--- config.mk ---
export PLATFORM = sky130hd
export DESIGN_NAME = logic_arbiter
export DESIGN_NICKNAME = d
export VERILOG_FILES = /design/src/rtl/logic_arbiter.sv
export SDC_FILE = /design/constraint.sdc
export NUM_CORES = 1
export LEC_CHECK = 0
export CAP_MARGIN = 20
export CORE_ASPECT_RATIO = 0.5
export CORE_MARGIN = 2
export CORE_UTILIZATION = 50
export DETAILED_ROUTE_END_ITERATION = 8
export PLACE_DENSITY_LB_ADDON = 0.08
export SLEW_MARGIN = 30
export SYNTH_ARGS = -nofsm -noshare
export SYNTH_HDL_FRONTEND = slang
export SYNTH_HIERARCHICAL = 1
export SYNTH_SLANG_ARGS = --single-unit
--- constraint.sdc ---
create_clock -name clk -period 5.7 [get_ports clk]
set_clock_uncertainty 0.05 [all_clocks]
set_input_delay 1.71 -clock clk [delete_from_list [all_inputs] [get_ports clk]]
set_output_delay 1.71 -clock clk [all_outputs]
set_load 0.02 [all_outputs]
--- src/rtl/logic_arbiter.sv ---
// Two-requester arbiter sharing one 16-bit bitwise unit (AND / OR / NOT / NAND).
// Round-robin grant, three-state IDLE -> EXEC -> RESP flow, completed-op counter.

module and16 (
    input  logic [15:0] i_a,
    input  logic [15:0] i_b,
    output logic [15:0] o_y
);
    assign o_y = i_a & i_b;
endmodule

module or16 (
    input  logic [15:0] i_a,
    input  logic [15:0] i_b,
    output logic [15:0] o_y
);
    assign o_y = i_a | i_b;
endmodule

module not16 (
    input  logic [15:0] i_a,
    output logic [15:0] o_y
);
    assign o_y = ~i_a;
endmodule

module or8way (
    input  logic [7:0] i_in,
    output logic       o_y
);
    assign o_y = |i_in;
endmodule

module logic_arbiter #(
    parameter int CNT_W = 8
) (
    input  logic             clk,
    input  logic             rst_n,
    input  logic             req0_valid,
    output logic             req0_ready,
    input  logic [1:0]       req0_op,
    input  logic [15:0]      req0_a,
    input  logic [15:0]      req0_b,
    input  logic             req1_valid,
    output logic             req1_ready,
    input  logic [1:0]       req1_op,
    input  logic [15:0]      req1_a,
    input  logic [15:0]      req1_b,
    output logic             rsp_valid,
    input  logic             rsp_ready,
    output logic             rsp_id,
    output logic [15:0]      rsp_data,
    output logic             rsp_zero,
    output logic [CNT_W-1:0] op_count
);

    typedef enum logic [1:0] {IDLE, EXEC, RESP} state_t;

    state_t      r_state;
    state_t      w_next;
    logic        r_ptr;
    logic        r_id;
    logic [1:0]  r_op;
    logic [15:0] r_a;
    logic [15:0] r_b;

    logic        w_any;
    logic        w_gnt;
    logic        w_accept;
    logic        w_handshake;
    logic [15:0] w_and;
    logic [15:0] w_or;
    logic [15:0] w_nota;
    logic [15:0] w_nand;
    logic [15:0] w_result;
    logic        w_lo_any;
    logic        w_hi_any;
    logic        w_zero;

    assign w_any       = req0_valid | req1_valid;
    assign w_accept    = (r_state == IDLE) && w_any;
    assign w_handshake = (r_state == RESP) && rsp_ready;

    // Grant: a lone requester wins; on a tie the one not granted last wins
    always_comb begin
        w_gnt = 1'b0;
        if (req0_valid && req1_valid)
            w_gnt = ~r_ptr;
        else if (req1_valid)
            w_gnt = 1'b1;
    end

    // Shared bitwise unit operating only on the captured operands
    and16  u_and  (.i_a(r_a),   .i_b(r_b), .o_y(w_and));
    or16   u_or   (.i_a(r_a),   .i_b(r_b), .o_y(w_or));
    not16  u_nota (.i_a(r_a),   .o_y(w_nota));
    not16  u_nand (.i_a(w_and), .o_y(w_nand));
    or8way u_lo   (.i_in(w_result[7:0]),  .o_y(w_lo_any));
    or8way u_hi   (.i_in(w_result[15:8]), .o_y(w_hi_any));

    assign w_zero = ~(w_lo_any | w_hi_any);

    // Opcode select among the unit outputs
    always_comb begin
        w_result = w_and;
        case (r_op)
            2'b00:   w_result = w_and;
            2'b01:   w_result = w_or;
            2'b10:   w_result = w_nota;
            default: w_result = w_nand;
        endcase
    end

    // State register
    always_ff @(posedge clk or negedge rst_n) begin
        if (!rst_n)
            r_state <= IDLE;
        else
            r_state <= w_next;
    end

    // Next-state logic: accept, one execute cycle, hold until consumer takes it
    always_comb begin
        w_next = r_state;
        case (r_state)
            IDLE:    if (w_accept) w_next = EXEC;
            EXEC:    w_next = RESP;
            RESP:    if (rsp_ready) w_next = IDLE;
            default: w_next = IDLE;
        endcase
    end

    // Outputs: readies only in IDLE for the granted requester, forced low in reset
    always_comb begin
        req0_ready = rst_n && (r_state == IDLE) && w_any && !w_gnt;
        req1_ready = rst_n && (r_state == IDLE) && w_any &&  w_gnt;
        rsp_valid  = (r_state == RESP);
    end

    // Datapath: capture on accept, register result after EXEC, count handshakes
    always_ff @(posedge clk or negedge rst_n) begin
        if (!rst_n) begin
            r_ptr    <= 1'b1;
            r_id     <= 1'b0;
            r_op     <= 2'b00;
            r_a      <= 16'h0000;
            r_b      <= 16'h0000;
            rsp_id   <= 1'b0;
            rsp_data <= 16'h0000;
            rsp_zero <= 1'b0;
            op_count <= '0;
        end else begin
            if (w_accept) begin
                r_ptr <= w_gnt;
                r_id  <= w_gnt;
                r_op  <= w_gnt ? req1_op : req0_op;
                r_a   <= w_gnt ? req1_a  : req0_a;
                r_b   <= w_gnt ? req1_b  : req0_b;
            end
            if (r_state == EXEC) begin
                rsp_data <= w_result;
                rsp_zero <= w_zero;
                rsp_id   <= r_id;
            end
            if (w_handshake)
                op_count <= op_count + 1'b1;
        end
    end

endmodule

# Yosys cells after proc, flatten, opt, wreduce, memory -nomap -nowiden
# Cells that the tools add are included.
dict set report word_totals {
  input_bits 73
  reg_bits 64
  word_cells 47
  out_inout_bits 29
}
dict set report op_classes {
  bitwise 8
  n_reduce_logical 13
  addsub 1
  n_eq_ne 6
  mux 9
}
# op count
set ops {}
lappend ops {{$pmux W16 S3} 1}
lappend ops {{$mux W16} 2}
lappend ops {{$not A16 Y16} 2}
lappend ops {{$and A16 B16 Y16} 1}
lappend ops {{$or A16 B16 Y16} 1}
lappend ops {{$reduce_or A8 Y1} 2}
lappend ops {{$add A8 B1 Y8 const B} 1}
lappend ops {{$logic_and A1 B1 Y1} 7}
lappend ops {{$mux W2} 3}
lappend ops {{$pmux W2 S3} 1}
lappend ops {{$eq A2 B1 Y1 const B} 2}
lappend ops {{$eq A2 B2 Y1 const B} 2}
lappend ops {{$logic_not A2 Y1} 2}
lappend ops {{$mux W1} 2}
lappend ops {{$ne A2 B1 Y1 const B} 1}
lappend ops {{$ne A2 B2 Y1 const B} 1}
lappend ops {{$not A1 Y1} 2}
lappend ops {{$or A1 B1 Y1} 2}
lappend ops {{$reduce_and A2 Y1} 1}
lappend ops {{$logic_not A1 Y1} 1}

# Longest topological paths before layout
dict set report logic_depth {
  word_depth 6
  mapped_depth 6
  mapped_depth_nobuf 6
}

# Hierarchy
# The synthesis kept the hierarchy.
# module cells_each n_inst area_each_um2 seq_area_each_um2
set modules_own_cells {}
lappend modules_own_cells {logic_arbiter 251 1 3473.3 1602.8}
lappend modules_own_cells {not16 16 2 60.1 0.0}
lappend modules_own_cells {and16 16 1 100.1 0.0}
lappend modules_own_cells {or16 16 1 100.1 0.0}
lappend modules_own_cells {or8way 3 2 16.3 0.0}

# Least setup slack after synthesis
# OpenSTA, ideal clock, no wires.
dict set report synth_path {
  path_type {input -> output}
  from {input port req1_valid}
  to {output port req1_ready}
  path_slack_ns 1.485
  required_ns 3.940
  t_arrival_ns 2.455
  path_stages 4
  path_cell_list {a21boi_1 -> buf_6 -> buf_6 -> and3_1}
}
dict set report synth_via {
  elab_chain_cells 3
  elab_cells_between_ends 6
  cone_classes {mux (2); bitwise (1); reduce/logical (3)}
}
# element line_no
set synth_lines {}
lappend synth_lines {{start: declaration} 44} ;# input logic req1_valid,
lappend synth_lines {{$mux W1 (tied with other cells)} 89} ;# else if (req1_valid)
lappend synth_lines {{$mux W1 or $logic_and A1 B1 Y1 (tied branches)} {87, 136}}
lappend synth_lines {{$logic_and A1 B1 Y1 (*)} 136} ;# req1_ready = rst_n && (r_state == IDLE) && w_any && w_gnt;
lappend synth_lines {{end: declaration} 45} ;# output logic req1_ready,
# Every way passes the cells marked *; elsewhere a longest branch is shown, timed or not.

# Worst setup path in the final report
# Same ends and word-level chain as after synthesis.

==> results_tabular.tex <==
\begin{tabular}{lr}
\hline
Metric & Value \\
\hline
\multicolumn{2}{l}{\textbf{GRT}} \\
\quad Global-route total usage across every layer & 20.7\% \\
\quad Largest net degree at the start of global routing & between 60 and 70 \\
\quad Gr busiest metal & met2 \\
\quad Global-route track usage on met3 & 6.39\% \\
\quad GR met1 Demand/Resource & a little over a quarter \\
\quad Global-route wire length before repair & 12900 um \\
\quad Remaining global-route overflow & 0 \\
\quad Via count of the first global-routing pass & 2682 \\
\quad Grt met2 use & 34.4\% \\
\quad Number of antenna violations at the first check in global routing & 0 \\
\multicolumn{2}{l}{\textbf{Floorplan}} \\
\quad Full die area & 0.00841 sq mm \\
\quad Std-Cell Core Area & 0.00738 sq mm \\
\quad Effective utilization at floorplan & between 50\% and 60\% \\
\quad Die Y & 65.9 um \\
\quad Die width & 128 um \\
\quad Count of boundary I/O pins & 102 \\
\quad Site Rows & 22 \\
\multicolumn{2}{l}{\textbf{STA}} \\
\quad Transition time at the pin with the least slew margin & $\sim$0.81 ns \\
\quad Remaining max-slew budget at the tightest pin & roughly 46\% \\
\quad F\_max & 203 MHz \\
\quad Total of endpoints with negative setup slack in the final report & 0 \\
\quad Hold Fails Final Rpt & 0 \\
\quad Post-route fraction of the period consumed by the critical path & 86.5\% \\
\quad Setup Total Neg Slack & 0 ns \\
\quad Minimum hold slack & 0.416 ns \\
\quad Crit path time final & 4.93 ns \\
\quad Final setup slack of the worst path & 0.769 ns \\
\quad Setup repair after global routing missed its margin & false \\
\quad Pins over their slew limit & 0 \\
\multicolumn{2}{l}{\textbf{Final layout}} \\
\quad Antenna cell count & 0 \\
\quad Area growth from synthesis to final layout & 35.3\% \\
\quad Util after Layout & 70.1\% \\
\quad Non-filler instance count after layout & 520 \\
\quad Share of final-layout standard cells stronger than drive strength 1 & 25.9\% \\
\quad Final-stage net count & 493 \\
\multicolumn{2}{l}{\textbf{Logic synthesis}} \\
\quad Synth top area share & $\sim$41\% \\
\quad Post-synth ARST share & 100\% \\
\quad Count of unique library cells instantiated by Yosys & 32 \\
\quad Ranking of synthesized cells by area & sky130\_fd\_sc\_hd\_\_dfrtp\_1, sky130\_fd\_sc\_hd\_\_mux2\_4, sky130\_fd\_sc\_hd\_\_mux4\_2 \\
\quad Area share of fa/ha/maj cells after synthesis & 0.327\% \\
\quad Number of enable-type register cells in the synthesized netlist & 0 \\
\quad Flip-flop and latch count after synthesis & 64 \\
\quad Dominant cell type by area after synthesis & sky130\_fd\_sc\_hd\_\_dfrtp\_1 \\
\quad Sequential-to-total area share from yosys stat & between 40\% and 50\% \\
\quad Fraction of the mapped netlist area in simple logic gates & 13.7\% \\
\quad Net count after synthesis & 395 \\
\quad Leading post-synthesis cells by instance count & sky130\_fd\_sc\_hd\_\_dfrtp\_1, sky130\_fd\_sc\_hd\_\_nand2\_1, sky130\_fd\_sc\_hd\_\_mux2\_4, sky130\_fd\_sc\_hd\_\_inv\_1, sky130\_fd\_sc\_hd\_\_mux2\_2 \\
\quad Share of synthesized area spent on multiplexers & 34.2\% \\
\quad Synthesized instance count & 321 \\
\quad Netlist area before placement & 0.00383 sq mm \\
\quad Top\_reg\_cell synth & sky130\_fd\_sc\_hd\_\_dfrtp\_1 \\
\quad Cell with the most instances after synthesis & sky130\_fd\_sc\_hd\_\_dfrtp\_1 \\
\quad Post-synthesis share of cell area spent on xor and xnor gates & 1.60\% \\
\quad Mean cell area of the mapped netlist & roughly 12 sq um \\
\quad Combinational family with the most area after synthesis & multiplexers \\
\quad Post-synthesis compound-gate area fraction & under 10\% \\
\quad Warnings, synthesis & 6 \\
\multicolumn{2}{l}{\textbf{Min path}} \\
\quad Type of the worst min-delay path & register to register \\
\multicolumn{2}{l}{\textbf{Routing}} \\
\quad Detailed Routing Iterations Pass 1 & 4 \\
\quad Total via count in the routed design & around 2700 \\
\quad Routed length per instance & 15.3 um \\
\quad Vias per Instance & 5.14 \\
\quad DRC Markers & 0 \\
\quad First-iteration detailed-routing DRC count & 177 \\
\quad Detailed-route wire length & 7930 um \\
\quad Antenna violation net count after detailed routing & 0 \\
\multicolumn{2}{l}{\textbf{Pwr}} \\
\quad Worst VDD drop & 220 uV \\
\quad Cell Pwr Density & 546 mW/mm\^{}2 \\
\quad Cell leakage power & 2.33 nW \\
\multicolumn{2}{l}{\textbf{CTS}} \\
\quad Clk Tree Root Cell & sky130\_fd\_sc\_hd\_\_clkbuf\_16 \\
\quad TritonCTS sink count & 64 \\
\quad Source-to-sink clock delay at the later pin of the worst-skew pair & 0.33 ns \\
\quad Number of setup buffers added after CTS & 0 \\
\quad TritonCTS clock tree & built \\
\quad H-Tree Level Count & 3 \\
\quad Hold\_buf cts & 0 \\
\quad TritonCTS Buffers & 9 \\
\quad Max clock buf depth & 2 \\
\quad Worst-path clk slew & 0.05 ns \\
\quad Number of gates resized after CTS & 0 \\
\multicolumn{2}{l}{\textbf{Placed design}} \\
\quad Final Wtd Congestion & roughly 0.85 \\
\quad \# port buffers & 101 \\
\quad Total placed cells including tap cells & 504 \\
\quad Post-detailed-placement half-perimeter wirelength & 5830 um \\
\quad Place WS & 0.764 ns \\
\multicolumn{2}{l}{\textbf{Run status}} \\
\quad Status & complete, no violations \\
\multicolumn{2}{l}{\textbf{Setup path}} \\
\quad Crit path max fanout & 3 \\
\quad Worst Setup End Kind & primary output \\
\quad Critical path arrival & 3.17 ns \\
\quad Critical path launch point type & input port \\
\quad Required time worst endpoint & 3.94 ns \\
\quad Crit Path Class & input port to primary output \\
\multicolumn{2}{l}{\textbf{Flow run}} \\
\quad Max cap viols & 0 \\
\hline
\end{tabular}
==> flip-flops by register name (all words and copies together), names as in the netlist <==
name      flops
r_b          16
rsp_data     16
r_ptr         1
r_id          1
rsp_zero      1
op_count      8
r_a          16
rsp_id        1
r_op          2
r_state       2
==> worst paths after layout <==
check,end,cells after the start,from,slack [ns]
hold reg to reg,op_count[7],1,op_count[7],0.42
max in group asynchronous,r_op[0],2,rst_n,3.43
setup / recovery,req1_ready,4,req1_valid,0.77
setup reg to reg,rsp_zero,4,r_op[0],3.54
min in group asynchronous,rsp_data[4],2,rst_n,1.58
hold / removal,op_count[7],1,op_count[7],0.42
==> logic make-up after synthesis <==
logic type | count (synthesis)
compound gates | 8
xor+xnor | 7
fa+ha+maj | 1
buf+inv | 51
flops | 64
mux | 85
simple gates | 105
==> layer usage <==
metal	wire length (um)	part of all wire, %
met5	0	0
met4	84	1.1
met3	462	5.8
met2	3710	47
met1	3680	46
==> area by class of cell <==
class                           count  area [sq um]
Sequential cell                    64          1600
Clock buffer                       10           239
Tap cell                           96           120
Clock inverter                      6          82.6
Timing Repair Buffer              104          1030
Inverter                           34           128
Multi-Input combinational cell    206          1970
Fill cell                         559          2200
==> power by group <==
group / switching [mW] / total, mW / internal [mW]
clock: 0.191 / 0.583 / 0.392
sequential: 0.226 / 0.904 / 0.679
combinational: 0.576 / 1.34 / 0.762
==> cells in the final DEF, fill, tap and decap left out, types with 3 or more instances in the layout <==
cell type,netlist,layout
sky130_fd_sc_hd__clkdlybuf4s50_1,0,100
sky130_fd_sc_hd__dfrtp_1,63,62
sky130_fd_sc_hd__nand2_1,54,54
sky130_fd_sc_hd__mux2_4,46,46
sky130_fd_sc_hd__inv_1,34,34
sky130_fd_sc_hd__mux2_2,23,23
sky130_fd_sc_hd__mux4_2,16,16
sky130_fd_sc_hd__and2_1,16,16
sky130_fd_sc_hd__or2_1,16,16
sky130_fd_sc_hd__clkbuf_16,0,9
sky130_fd_sc_hd__xnor2_1,6,6
sky130_fd_sc_hd__nor4_1,4,4
sky130_fd_sc_hd__nand3_1,3,3
sky130_fd_sc_hd__o21ai_0,3,3
sky130_fd_sc_hd__clkinv_2,0,3
sky130_fd_sc_hd__buf_4,1,3
==> stage by stage <==
stage               area [sq um]  power, mW
floorplan                   3830       1.85
global placement            4850       2.19
detailed placement          4850       2.24
CTS                         5170       2.85
global route                5170       3.01
finish                      5170       2.82
==> critical path: stages <==
cell and delay (ns):
sky130_fd_sc_hd__clkdlybuf4s50_1 0.50, sky130_fd_sc_hd__a21boi_4 0.19, sky130_fd_sc_hd__and3_1 0.17, sky130_fd_sc_hd__clkdlybuf4s50_1 0.60
Note: power is estimated with default switching activity, not from simulation.
